===== config.mk =====
export PLATFORM = sky130hd
export DESIGN_NAME = round_sd_arb_flat
export DESIGN_NICKNAME = d
export VERILOG_FILES = /design/src/rtl/round_sd_arb_if.sv /design/src/rtl/round_sd_arb.sv /design/src/flat_wrapper.sv
export SDC_FILE = /design/constraint.sdc
export NUM_CORES = 1
export LEC_CHECK = 0
export ABC_CLOCK_PERIOD_IN_PS = 4400
export CELL_PAD_IN_SITES_DETAIL_PLACEMENT = 1
export CELL_PAD_IN_SITES_GLOBAL_PLACEMENT = 2
export CORE_ASPECT_RATIO = 1.2
export CORE_MARGIN = 3
export CORE_UTILIZATION = 35
export CTS_CLUSTER_DIAMETER = 80
export CTS_CLUSTER_SIZE = 20
export DETAILED_ROUTE_END_ITERATION = 6
export PLACE_DENSITY_LB_ADDON = 0.08
export SKIP_CTS_REPAIR_TIMING = 1
export SLEW_MARGIN = 20
export SYNTH_ARGS = -nofsm -noshare
export SYNTH_HDL_FRONTEND = slang
export SYNTH_SLANG_ARGS = --single-unit

===== constraint.sdc =====
create_clock -name clk -period 4.4 [get_ports clk]
set_clock_uncertainty 0.15 [all_clocks]
set_input_delay 0.88 -clock clk [delete_from_list [all_inputs] [get_ports clk]]
set_output_delay 0.88 -clock clk [all_outputs]
set_load 0.1 [all_outputs]

===== src/rtl/round_sd_arb_if.sv =====
// Sample bus for round_sd_arb: per-channel inputs in, one merged rounded stream plus sticky overrun flags out.
interface round_sd_arb_if #(
    parameter int WIDTH_IN  = 16,
    parameter int WIDTH_OUT = 12,
    parameter int NCH       = 4
) ();
    logic [NCH*WIDTH_IN-1:0] in;
    logic [NCH-1:0]          strobe_in;
    logic [WIDTH_OUT-1:0]    out;
    logic [$clog2(NCH)-1:0]  chan_out;
    logic                    strobe_out;
    logic [NCH-1:0]          overrun;

    modport master (
        output in,
        output strobe_in,
        input  out,
        input  chan_out,
        input  strobe_out,
        input  overrun
    );

    modport slave (
        input  in,
        input  strobe_in,
        output out,
        output chan_out,
        output strobe_out,
        output overrun
    );
endinterface


===== src/rtl/round_sd_arb.sv =====
// Per-channel error-feedback rounding of WIDTH_IN samples to WIDTH_OUT, round-robin merged onto one output; ROUND_SD_ARB_SAT_EN enables positive saturation.
// Latency: 2 cycles strobe_in -> strobe_out for an uncontended channel, plus 1 per channel served ahead.
// No backpressure: a strobe on a channel still pending overwrites its sample and sets sticky overrun.
module round_sd_arb #(
    parameter int WIDTH_IN  = 16,
    parameter int WIDTH_OUT = 12,
    parameter int NCH       = 4
) (
    input  logic          clk,
    input  logic          reset,
    round_sd_arb_if.slave bus
);
    localparam int D  = WIDTH_IN - WIDTH_OUT;
    localparam int CW = $clog2(NCH);
`ifdef ROUND_SD_ARB_SAT_EN
    localparam int SW = WIDTH_IN + 1;
`else
    // The carry bit above the sample only matters when saturating; wrapping needs the low bits only.
    localparam int SW = WIDTH_IN;
`endif

    logic [WIDTH_IN-1:0]  held [NCH];
    logic [D-1:0]         err  [NCH];
    logic [NCH-1:0]       pending;
    logic [CW-1:0]        last;

    logic                 grant_vld;
    logic [CW-1:0]        grant_idx;
    logic [SW-1:0]        sum;
    logic [WIDTH_OUT-1:0] rounded;

    // Scan downwards so the closest pending channel after the last grant wins.
    always_comb begin
        grant_vld = 1'b0;
        grant_idx = '0;
        for (int i = NCH; i >= 1; i--) begin
            if (pending[last + CW'(i)]) begin
                grant_vld = 1'b1;
                grant_idx = last + CW'(i);
            end
        end
    end

    always_comb begin
        sum = SW'($signed(held[grant_idx])) + SW'(err[grant_idx]);
`ifdef ROUND_SD_ARB_SAT_EN
        if (sum[WIDTH_IN] != sum[WIDTH_IN-1]) begin
            rounded = {1'b0, {(WIDTH_OUT-1){1'b1}}};
        end else begin
            rounded = sum[WIDTH_IN-1:D];
        end
`else
        rounded = sum[WIDTH_IN-1:D];
`endif
    end

    always_ff @(posedge clk) begin
        if (reset) begin
            for (int c = 0; c < NCH; c++) begin
                held[c] <= '0;
                err[c]  <= '0;
            end
            pending        <= '0;
            last           <= CW'(NCH - 1);
            bus.out        <= '0;
            bus.chan_out   <= '0;
            bus.strobe_out <= 1'b0;
            bus.overrun    <= '0;
        end else begin
            bus.strobe_out <= grant_vld;
            if (grant_vld) begin
                bus.out        <= rounded;
                bus.chan_out   <= grant_idx;
                err[grant_idx] <= sum[D-1:0];
                last           <= grant_idx;
            end
            for (int c = 0; c < NCH; c++) begin
                if (bus.strobe_in[c]) begin
                    held[c]    <= bus.in[c*WIDTH_IN +: WIDTH_IN];
                    pending[c] <= 1'b1;
                    if (pending[c] && !(grant_vld && grant_idx == CW'(c))) begin
                        bus.overrun[c] <= 1'b1;
                    end
                end else if (grant_vld && grant_idx == CW'(c)) begin
                    pending[c] <= 1'b0;
                end
            end
        end
    end
endmodule


===== src/flat_wrapper.sv =====
// flat-port wrapper written by rule: the top's interface ports become plain ports
module round_sd_arb_flat 
#(
    parameter int WIDTH_IN  = 16,
    parameter int WIDTH_OUT = 12,
    parameter int NCH       = 4
)
  (clk, reset, bus_in, bus_strobe_in, bus_out, bus_chan_out, bus_strobe_out, bus_overrun);
  round_sd_arb_if #(.WIDTH_IN(WIDTH_IN), .WIDTH_OUT(WIDTH_OUT), .NCH(NCH)) bus_i ();
  input  logic clk;
  input  logic reset;
  input wire logic [$bits(bus_i.in)-1:0] bus_in;
  input wire logic [$bits(bus_i.strobe_in)-1:0] bus_strobe_in;
  output wire logic [$bits(bus_i.out)-1:0] bus_out;
  output wire logic [$bits(bus_i.chan_out)-1:0] bus_chan_out;
  output wire logic [$bits(bus_i.strobe_out)-1:0] bus_strobe_out;
  output wire logic [$bits(bus_i.overrun)-1:0] bus_overrun;
  assign bus_i.in = bus_in;
  assign bus_i.strobe_in = bus_strobe_in;
  assign bus_out = bus_i.out;
  assign bus_chan_out = bus_i.chan_out;
  assign bus_strobe_out = bus_i.strobe_out;
  assign bus_overrun = bus_i.overrun;
  round_sd_arb #(.WIDTH_IN(WIDTH_IN), .WIDTH_OUT(WIDTH_OUT), .NCH(NCH)) u_core (.clk(clk), .reset(reset), .bus(bus_i));
endmodule

# Yosys cells after proc, flatten, opt, wreduce, memory -nomap -nowiden

Memories as Yosys holds them, arrays and structs flattened.
Index checks and enable logic that the tools add are counted.
W data, S select, Z words.

Word-level logic and storage cells: 99
RAM bits: 80
Bits in read-only memories: 0
Output and inout port bits: 19
Flip-flop bits (word level): 25
Bits in latches: 0
Input port bits: 70
Memories kept: 2

Multiply operators: 0
Equal/unequal tests: 3
Muxes and demuxes: 48
Bitwise operators: 4
Shift-type cells: 0
Add/subtract/negate cells: 4
Order comparisons: 4
Divide/modulo/power cells: 0
Reduce and logical (&&, ||, !) cells: 22

Memory list:

| name        | depth | width | read ports | clocked after memory_dff | wr ports | RTL line           | text |
|---|---|---|---|---|---|---|---|
| u_core.held | 4     | 16    | 1          | 0                        | 4        | round_sd_arb.sv:22 | `logic [WIDTH_IN-1:0] held [NCH];` |
| u_core.err  | 4     | 4     | 1          | 0                        | 4        | round_sd_arb.sv:23 | `logic [D-1:0] err [NCH];` |

Operator list:

| cell                  | number |
|---|---|
| $mux W16              | 4 |
| $mux W1               | 34 |
| $add A16 B4 Y16       | 1 |
| $lt A2 B3 Y1 const B  | 4 |
| $mux W2               | 5 |
| $bmux W1 S2           | 4 |
| $logic_and A1 B1 Y1   | 8 |
| $reduce_and A2 Y1     | 4 |
| $reduce_bool A2 Y1    | 4 |
| $add A2 B2 Y2 const B | 2 |
| $eq A2 B2 Y1 const B  | 2 |
| $logic_not A1 Y1      | 4 |
| $mux W4               | 1 |
| $or A1 B1 Y1          | 4 |
| $reduce_or A4 Y1      | 1 |
| $add A2 B1 Y2 const B | 1 |
| $eq A2 B1 Y1 const B  | 1 |
| $logic_not A2 Y1      | 1 |

# Longest topological paths before layout

Depth after elaboration: 11
Gate-level depth with buffers: 18
Mapped depth without buffers: 15

# Worst setup path after synthesis

Ideal clock, no wire load.

Kind: register -> register
Start point: reg u_core.pending[0]
End point: reg u_core.bus.out[2]
Slack: 0.539 ns
Data required time: 4.159 ns
Setup time: 0.091 ns
Path buffers: 3
Period minus slack after synthesis: 3.861 ns
Stages on the path, launching flop included: 16
Arrival time: 3.621 ns
Cells stage by stage: dfxtp_1 or2_1 a311oi_1 buf_6 clkbuf_1 clkbuf_1 a211oi_1 a31oi_1 ha_1 inv_1 fa_1 inv_1 a21o_1 a21oi_1 or3_1 a311oi_1

Longest elaborated chain between the ends: 8
Elaborated cells on any way between the ends: 19
Those cells by class: add/sub: 1; mux: 16; memory: 2

RTL lines:

| what                                            | RTL line              | text |
|---|---|---|
| start, declared                                 | round_sd_arb.sv:24    | `logic [NCH-1:0] pending;` |
| start signal, assigned                          | round_sd_arb.sv:63    | `pending <= '0;` |
| start signal, assigned by index                 | round_sd_arb.sv:80    | `pending[c] <= 1'b1;` |
| start signal, assigned by index                 | round_sd_arb.sv:85    | `pending[c] <= 1'b0;` |
| $bmux W1 S2                                     | round_sd_arb.sv:37    | `if (pending[last + CW'(i)]) begin` |
| $mux W1 (implied by the code)                   | round_sd_arb.sv:37    |  |
| $mux W2 (4 in series)                           | round_sd_arb.sv:37    |  |
| $mem_v2 Z4 W16 or $mem_v2 Z4 W4 (tied branches) | --                    |  |
| $add A16 B4 Y16                                 | round_sd_arb.sv:45    | `sum = SW'($signed(held[grant_idx])) + SW'(err[grant_idx]);` |
| end signal, assigned                            | round_sd_arb.sv:72    | `bus.out <= rounded;` |
| end, declared                                   | round_sd_arb_if.sv:26 | `output out,` |

Parallel ways exist; a longest one is shown, timed or not. The select of a mux whose other input is x is not followed.
A chain may end at the register's enable or synchronous reset.

# Worst setup path after layout

Start point: reg u_core.pending[1]
End point: reg u_core.bus.out[8]

The elaborated chain is that of the path after synthesis.

==> flow_metrics.py <==
metrics = {
    "outcome": {
        "status": "finished clean",
    },
    "hold_path": {
        "hp-start": "u_core.bus.out[0]$_SDFFE_PP0P_",
        "hold_depth": 2,
        "holdPathEnd": "u_core.bus.out[0]$_SDFFE_PP0P_",
        "holdCritPathClass": "reg2reg",
    },
    "global_routing": {
        "overflow": 0,
        "grt_pass1_vias": 3632,
        "grt_max_degree": 36,
        "grt_pass1_wl_um": 19900,
        "antenna_found_initial": 0,
        "grt_use_total_pct": 17.0,
    },
    "critical_path": {
        "path_common_cell": "inv_1",
        "critPathRequiredTime_ns": 4.51,
        "path_buf_inv": 3,
        "arrival_ns": 4.03,
        "max_stage_delay_ns": 0.47,
        "r2r-end": "u_core.bus.out[8]$_SDFFE_PP0P_",
        "regToRegStartpoint": "u_core.pending[1]$_SDFFE_PP0P_",
        "crit_chain": "nor3b_1, a311o_1, buf_4, nand2_1, a31oi_1, ha_1, inv_1, fa_1, inv_1, a21o_1, a21oi_1, nor4b_2, xnor2_1, a211oi_1",
        "cp_slowest_cell": "a311o_1",
        "path_class": "reg2reg",
        "start_kind": "flip-flop",
        "cp_max_fo": 12,
        "critical_path.top_delay_family": "compound AO/OA/AOI/OAI gates",
        "r2r_slack_ns": 0.49,
        "r2r_cells": 14,
        "cp-end-kind": "flip-flop",
    },
    "placed_design": {
        "port_buffers": 88,
        "gp_congestion": 0.783,
        "dp_hpwl_um": 9250,
        "detailedPlace.worstSlack_ns": 0.433,
    },
    "detailed_routing": {
        "drc": 0,
        "routed_wl_um": 12700,
        "ant_nets": 0,
        "drt-wirelength-per-cell_um": 19.2,
        "drt-initial-drc-count": 135,
        "vias": 3334,
        "vias_per_cell": 5.04,
        "drt-pass1-iter-count": 4,
    },
    "synth": {
        "syn_inst": 401,
        "ys_seq_elements": 105,
        "yosysTopAreaCellShare_pct": 48.7,
        "synth.area.top_cells": "edfxtp_1 49%, dfxtp_1 10%, and2_1 8.4%",
        "postSynthAreaPerCell_um2": 12.3,
        "yosys_warnings": 0,
        "synthArstFlopShare_pct": 0,
        "seq_area_frac_synth_pct": 58.8,
        "yosys.area.top_type": "edfxtp_1",
        "ys_types": 49,
        "syn_nets": 476,
        "synth_area_um2": 4940,
        "synth_flop_cell": "edfxtp_1",
        "synth_edf_count": 80,
    },
    "timing": {
        "fin_setup_tns_ns": 0,
        "period_share_pct": 88.9,
        "fmax_ghz": 0.256,
        "worst_slack_ns": 0.486,
        "setup_violations": 0,
        "fin_crit_ns": 3.91,
        "maxSlewViolCount": 0,
        "worst_pin_slew_ns": 0.977,
        "rsz0062_at_grt": "no",
        "hold_viol_final": 0,
        "max_slew_margin_pct": 34.7,
    },
    "cts": {
        "clockBufferDepth": 2,
        "numCtsBuffers": 9,
        "root_buffer": "clkbuf_16",
        "cts_tree": "yes",
        "clk_latency_ns": 0.35,
        "path_clk_slew_ns": 0.07,
        "cts-htree-levels": 3,
        "clock-sinks": 105,
    },
    "floorplan": {
        "die_w_um": 114,
        "core_um2": 13500,
        "die-area_um2": 15600,
        "ioPinCount": 89,
        "die_h_um": 136,
        "start_util_pct": 36.5,
        "num_rows": 46,
    },
    "finish": {
        "finalNetCount": 564,
        "n_antenna_cell": 0,
        "area_delta_synth_final_pct": 28.7,
        "final_util_pct": 47.0,
        "layout-drive-gt1-share_pct": 9.51,
    },
    "power": {
        "finalPower_w": 0.00313,
        "powerDensity_nw_per_um2": 493,
        "leakagePower_nw": 2.38,
        "ir_drop_uv": 270,
    },
    "job": {
        "maxCapViolCount": 0,
    },
}
## Yosys cell counts (4+ instances only)
cell,count
clkbuf_1,13
a211oi_1,14
nand2b_1,7
a31oi_1,10
mux4_2,4
nor2_1,36
dfxtp_1,25
and2_1,66
a311oi_1,4
or2_2,4
ha_1,4
inv_1,11
a21oi_1,10
and2_0,6
mux4_1,5
mux2i_1,8
edfxtp_1,80
nand2_1,29
nor2b_1,4
a21o_1,4
xnor2_1,10
nor3_1,6
## placed cells by master (no fill, tap or decap), types with 7 or more instances in the layout
master | netlist | final
nand2_1 | 29 | 29
and2_1 | 66 | 66
a21oi_1 | 10 | 10
clkdlybuf4s50_1 | 0 | 88
dfxtp_1 | 25 | 25
inv_1 | 11 | 11
edfxtp_1 | 80 | 80
clkbuf_16 | 0 | 9
a31oi_1 | 10 | 10
buf_4 | 0 | 9
xnor2_1 | 10 | 10
nand2b_1 | 7 | 7
mux2i_1 | 8 | 8
a211oi_1 | 14 | 14
nor2_1 | 36 | 36
## worst register-to-register path: stages, from the launching register on
cell and delay [ns]:
dfxtp_1 0.43, nor3b_1 0.45, a311o_1 0.47, buf_4 0.30, nand2_1 0.08, a31oi_1 0.21
ha_1 0.21, inv_1 0.06, fa_1 0.40, inv_1 0.07, a21o_1 0.11, a21oi_1 0.22
nor4b_2 0.34, xnor2_1 0.10, a211oi_1 0.23
## how the worst max path moves through the flow
| stage | startpoint | to | slack, ns | cells after the start |
|---|---|---|---|---|
| global placement | u_core.pending[0]$_SDFFE_PP0P_ | u_core.bus.out[6]$_SDFFE_PP0P_ | 0.54 | 14 |
| finish | u_core.pending[1]$_SDFFE_PP0P_ | u_core.bus.out[8]$_SDFFE_PP0P_ | 0.49 | 14 |
| detailed placement | u_core.pending[1]$_SDFFE_PP0P_ | u_core.bus.out[8]$_SDFFE_PP0P_ | 0.43 | 14 |
| floorplan | u_core.pending[0]$_SDFFE_PP0P_ | u_core.bus.out[2]$_SDFFE_PP0P_ | 0.54 | 15 |
| global route | u_core.pending[1]$_SDFFE_PP0P_ | u_core.bus.out[2]$_SDFFE_PP0P_ | 0.18 | 13 |
| CTS | u_core.pending[1]$_SDFFE_PP0P_ | u_core.bus.out[8]$_SDFFE_PP0P_ | 0.41 | 14 |
## cell type report
cell class,instances,area [um2]
Clock inverter,7,118
Multi-Input combinational cell,265,1910
Timing Repair Buffer,97,948
Tap cell,168,210
Clock buffer,9,225
Fill cell,1444,7170
Inverter,11,41.3
Sequential cell,105,2900
## stage by stage
| stage | cells | area (um2) | hold WS (ns) |
|---|---|---|---|
| 2_1_floorplan | 401 | 4940 | 0.319 |
| 3_3_place_gp | 646 | 6010 | 0.291 |
| 3_5_place_dp | 646 | 6010 | 0.316 |
| 4_1_cts | 662 | 6350 | 0.326 |
| 5_1_grt | 662 | 6350 | 0.348 |
| 6_report | 662 | 6350 | 0.325 |
## power by group
group | leakage, nW | internal [W] | switching, W
Sequential | 1.07 | 0.00121 | 0.0000515
Clock | 0.170 | 0.000557 | 0.000361
Combinational | 1.15 | 0.000339 | 0.000617
## logic make-up (layout without fill, tap and decap cells)
kind of cell / after synthesis / after routing / share of synthesized area [%]
mux: 18 / 18 / 6.34
xor+xnor: 11 / 11 / 1.95
fa+ha+maj: 5 / 5 / 1.42
buf+inv: 31 / 124 / 2.97
flops: 105 / 105 / 58.8
simple gates: 176 / 176 / 20.0
compound gates: 55 / 55 / 8.54
## sequential cells by signal (all words and copies together), names as in the netlist
| register | cells |
|---|---|
| u_core.last | 2 |
| u_core.err | 16 |
| u_core.held | 64 |
| u_core.bus.out | 12 |
| u_core.bus.chan_out | 2 |
| u_core.bus.overrun | 4 |
| u_core.pending | 4 |
| u_core.bus.strobe_out | 1 |
## routing by layer
layer / vias to the layer above / GRT usage [%] / part of all wire [%]
met5: - / 0 / 0
met4: 0 / 4.88 / 1.2
met3: 8 / 3.38 / 4.2
met2: 72 / 29.3 / 51
met1: 1642 / 21.6 / 43
li1: 1612 / - / -
No activity file was read; power rests on OpenSTA's default activity.
